## config.mk

```make
export PLATFORM = sky130hd
export DESIGN_NAME = fifo_stream_reader
export DESIGN_NICKNAME = d
export VERILOG_FILES = /design/src/rtl/fifo_stream_reader.sv
export SDC_FILE = /design/constraint.sdc
export NUM_CORES = 1
export LEC_CHECK = 0
export CAP_MARGIN = 0
export CORE_ASPECT_RATIO = 0.5
export CORE_MARGIN = 2
export CORE_UTILIZATION = 40
export DETAILED_ROUTE_END_ITERATION = 8
export HOLD_SLACK_MARGIN = 0.12
export PLACE_DENSITY = 0.72
export SYNTH_ARGS = -nofsm -noshare
export SYNTH_HDL_FRONTEND = slang
export SYNTH_SLANG_ARGS = --single-unit
export TNS_END_PERCENT = 5
```

## constraint.sdc

```tcl
create_clock -name clk_i -period 2.46 [get_ports clk_i]
set_input_delay 0.246 -clock clk_i [delete_from_list [all_inputs] [get_ports clk_i]]
set_output_delay 0.246 -clock clk_i [all_outputs]
set_load 0.01 [all_outputs]
```

## src/rtl/fifo_stream_reader.sv

```systemverilog
// -----------------------------------------------------------------------------
// fifo_stream_reader
//   Reads words from a synchronous FIFO (normal mode, 1-cycle read latency)
//   into a small skid buffer and presents them on a valid/ready stream with
//   packet framing (sop/eop every PKT_LEN beats).
//
//   The read decision uses only registered occupancy plus the registered
//   in-flight flag, so there is no combinational path from ready_i to
//   fifo_rdreq_o.
//
// Ports
//   clk_i        in   clock
//   arstn_i      in   asynchronous active-low reset
//   en_i         in   read enable (gates new reads only; buffer still drains)
//   fifo_q_i     in   FIFO read data, valid the cycle after fifo_rdreq_o
//   fifo_empty_i in   FIFO empty flag
//   fifo_rdreq_o out  FIFO read request
//   data_o       out  stream data (buffer head, registered)
//   valid_o      out  stream valid
//   ready_i      in   stream ready
//   sop_o        out  first beat of packet (qualified by valid_o)
//   eop_o        out  last beat of packet (qualified by valid_o)
// -----------------------------------------------------------------------------
module fifo_stream_reader #(
   parameter int DWIDTH    = 8,
   parameter int BUF_DEPTH = 3,
   parameter int PKT_LEN   = 4
) (
   input  logic              clk_i,
   input  logic              arstn_i,
   input  logic              en_i,
   input  logic [DWIDTH-1:0] fifo_q_i,
   input  logic              fifo_empty_i,
   output logic              fifo_rdreq_o,
   output logic [DWIDTH-1:0] data_o,
   output logic              valid_o,
   input  logic              ready_i,
   output logic              sop_o,
   output logic              eop_o
);

   localparam int CW = (PKT_LEN > 1) ? $clog2(PKT_LEN) : 1;
   localparam int OW = $clog2(BUF_DEPTH + 1);

   // Entry 0 is always the head, so data_o comes straight from a flop.
   logic [BUF_DEPTH-1:0][DWIDTH-1:0] r_buf;
   logic [BUF_DEPTH-1:0][DWIDTH-1:0] w_buf_nxt;
   logic [OW-1:0]                    r_occ;
   logic                             r_inflight;
   logic [CW-1:0]                    r_cnt;

   logic          w_push;
   logic          w_pop;
   logic [OW-1:0] w_wr_idx;
   logic [OW:0]   w_pending;

   // Words already owned by this block: buffered plus the one on its way.
   assign w_pending = {1'b0, r_occ} + {{OW{1'b0}}, r_inflight};

   // Reserving a slot for the in-flight word keeps occ+inflight <= BUF_DEPTH,
   // so a capture can never land on a full buffer.
   assign fifo_rdreq_o = arstn_i & en_i & ~fifo_empty_i &
                         (w_pending < (OW+1)'(BUF_DEPTH));

   assign w_push   = r_inflight;
   assign valid_o  = (r_occ != '0);
   assign w_pop    = valid_o & ready_i;
   // On a simultaneous pop the tail moves down by one before the write.
   assign w_wr_idx = w_pop ? (r_occ - OW'(1)) : r_occ;

   assign data_o = r_buf[0];
   assign sop_o  = valid_o & (r_cnt == '0);
   assign eop_o  = valid_o & (r_cnt == CW'(PKT_LEN - 1));

   always_comb begin
      w_buf_nxt = r_buf;
      if (w_pop) begin
         for (int i = 0; i < BUF_DEPTH - 1; i++) w_buf_nxt[i] = r_buf[i+1];
      end
      for (int i = 0; i < BUF_DEPTH; i++) begin
         if (w_push && (OW'(i) == w_wr_idx)) w_buf_nxt[i] = fifo_q_i;
      end
   end

   always_ff @(posedge clk_i or negedge arstn_i) begin
      if (!arstn_i) begin
         r_buf      <= '0;
         r_occ      <= '0;
         r_inflight <= 1'b0;
         r_cnt      <= '0;
      end else begin
         r_buf      <= w_buf_nxt;
         r_inflight <= fifo_rdreq_o;
         case ({w_push, w_pop})
            2'b10:   r_occ <= r_occ + OW'(1);
            2'b01:   r_occ <= r_occ - OW'(1);
            default: r_occ <= r_occ;
         endcase
         if (w_pop) begin
            r_cnt <= (r_cnt == CW'(PKT_LEN - 1)) ? '0 : r_cnt + CW'(1);
         end
      end
   end

endmodule

```

==> reports/results.ini <==
[worst_setup_path]
cpPeakStageDelay_ns = 0.38
cp_max_fo = 15
crit_arrival_ns = 2.30
path_common_cell = buf_4
start_kind = register
slowest_stage = dfrtp_1
endpoint_kind = register
cp_cell_sequence = buf_4 > inv_1 > ha_1 > nor2b_1 > buf_4 > and3_4 > o21ai_4 > mux2_2
crit_required_ns = 2.62
critPathKind = reg -> reg

[finish]
drive_above_1_share_pct = 22.99
area_growth_pct = 22.29
fillers = 312
antenna_cells = 0
fin_nets = 191

[power_and_ir_drop]
irDropWorstVdd_mv = 0.2648
powerDensity_mw_per_mm2 = 1094
p_leak_nw = 0.8989

[routing]
wirelength_mm = 2.720
drt_iter0_markers = 76
firstDrtPassIters = 4
viasPerCell = 4.698
drtAntennaViolNets = 0
drc = 0
avgRoutedWirePerCell_um = 12.09
vias = 1057

[sta]
finalCriticalPeriod_ns = 2.146
whs_ns = 0.4329
fin_crit_sh_pct = 87.22
finalSetupViolations = 0
worstMarginPinSlew_ns = 0.4706
clock_skew_ns = 0.003810
grt_setup_unrepaired = no
slew_violations = 0
tns_ns = 0
slew_headroom_pct = 68.62
hold_viol = 0
fmax_mhz = 466.1

[yosys]
synth.largest_area_cell = dfrtp_1
ys_seq_area_share_pct = 47.35
ys_ff_latch = 29
synth_cell_types = 20
synth.avg_cell_area_um2 = 10.22
synth_common_cells = 51 x nand2_1, 29 x dfrtp_1, 24 x mux2_2, 8 x buf_4
ys.flop_type = dfrtp_1
synth_top_area_share_pct = 47.35
synth_edf_count = 0
yosys_warnings = 0
syn_inst = 150
synth_nets = 168
netlist_area_mm2 = 0.001533
yosysMostFrequentCell = nand2_1
synthArstFlopShare_pct = 100.0
synth_area_leaders = dfrtp_1 47%, mux2_2 18%, nand2_1 12%

[die]
row_count = 15
core_mm2 = 0.003547
die_area_mm2 = 0.004373
initial_core_util_pct = 43.21
die_y_um = 47.77
die_width_um = 91.54
io_pins = 25

[run_status]
status = finished clean

[global_routing]
grt_usage_pct = 14.79
grt_max_degree = 30
grt_overflow_total = 0
grt_pass1_wl_mm = 4.795
grt_antenna_before_repair = 0
grt_pass1_vias = 1045

[clocking]
cts-root-buf = clkbuf_8
cts_hold_buf = 0
clock_path_buffers = 2
post_cts_buffers = 0
clock_sinks = 29
numCtsBuffers = 5
cts_tree = yes
htreeDepth = 2
clk_latency_ns = 0.27
cts.clk_slew.worst_paths_ns = 0.06

[hold_path]
hp-class = in -> async

[place]
hpwl_mm = 1.920
routabilityCongestion = 0.7185
portBuffers = 24

[flow_run]
cap_violations = 0

## final timing paths
check / from / end / slack (ns) / cells past startpoint
worst max-delay path: r_occ[0]$_DFFE_PN0P_ / data_o[6]$_DFFE_PN0P_ / 0.31 / 8
worst min-delay path: arstn_i / r_buf[12]$_DFFE_PN0P_ / 0.43 / 2
worst max register to register: r_occ[0]$_DFFE_PN0P_ / data_o[6]$_DFFE_PN0P_ / 0.31 / 8
worst min register to register: r_buf[23]$_DFFE_PN0P_ / r_buf[23]$_DFFE_PN0P_ / 0.51 / 1
max in group asynchronous: arstn_i / r_cnt[1]$_DFFE_PN0P_ / 1.76 / 2
min in group clk_i: r_buf[23]$_DFFE_PN0P_ / r_buf[23]$_DFFE_PN0P_ / 0.51 / 1
## power breakdown
| group | internal (mW) | total, mW | switching (mW) |
|---|---|---|---|
| clock | 0.200 | 0.368 | 0.168 |
| sequential | 0.676 | 0.781 | 0.104 |
| combinational | 0.490 | 0.902 | 0.413 |
## cells by family after synthesis
family	share of synthesized area (%)
simple gates	17.31
flops	47.35
mux	17.63
buf+inv	6.939
compound gates	4.245
fa+ha+maj	5.388
xor+xnor	1.143
## sequential cells by signal (all words and copies together), names as in the netlist
name / count
r_cnt: 2
r_buf: 16
r_occ: 2
data_o: 8
r_inflight: 1
## per-stage QoR
stage,utilization [%],cells,setup WS (ns),area (um2),power [mW]
3_3_place_gp,50.58,217,0.2989,1794,1.660
4_1_cts,52.84,225,0.3116,1874,2.075
6_report,52.84,225,0.3144,1874,2.051
3_5_place_dp,50.58,217,0.2576,1794,1.698
5_1_grt,52.84,225,0.1646,1874,2.218
2_1_floorplan,-,150,0.5462,1533,1.442
## cell usage in the layout (no fill, tap or decap), types with 3 or more instances in the layout
cell type,n
mux2_2,24
nand2_1,51
clkbuf_1,3
nor3_1,4
clkdlybuf4s50_1,23
dfrtp_1,29
clkbuf_8,5
buf_4,6
nor2b_1,3
inv_1,5
o21ai_0,3
ha_1,5
## final cells by class
cell class	count	area [um2]	share of cell area, %
clock buffers	8	80.08	4.272
multi-input cells	102	701.9	37.45
flip-flops and latches	29	725.7	38.72
well taps	51	63.81	3.405
inverters	5	18.77	1.001
repair buffers	30	284.0	15.15
## timing repair
item                                   4_1_cts  5_1_grt
setup endpoints to repair                    1        0
gates resized for setup                      2        0
endpoints found under the hold margin        0        0
## per-layer routing
layer	global-route usage (%)	share of wire [%]
met3	5.827	3.5
met4	4.545	0.77
met2	25.74	46
met1	17.80	49
met5	0	0
## critical path, delay by kind of cell (launching register included)
| family | cells | cell delay (ns) |
|---|---|---|
| DFF | 1 | 0.38 |
| buffers and inverters | 3 | 0.45 |
| AOI/OAI and AO/OA | 1 | 0.32 |
| adders and majority gates | 1 | 0.24 |
| and+or+nand+nor | 2 | 0.26 |
| muxes | 1 | 0.38 |
Power figures use the tool's default switching activity.
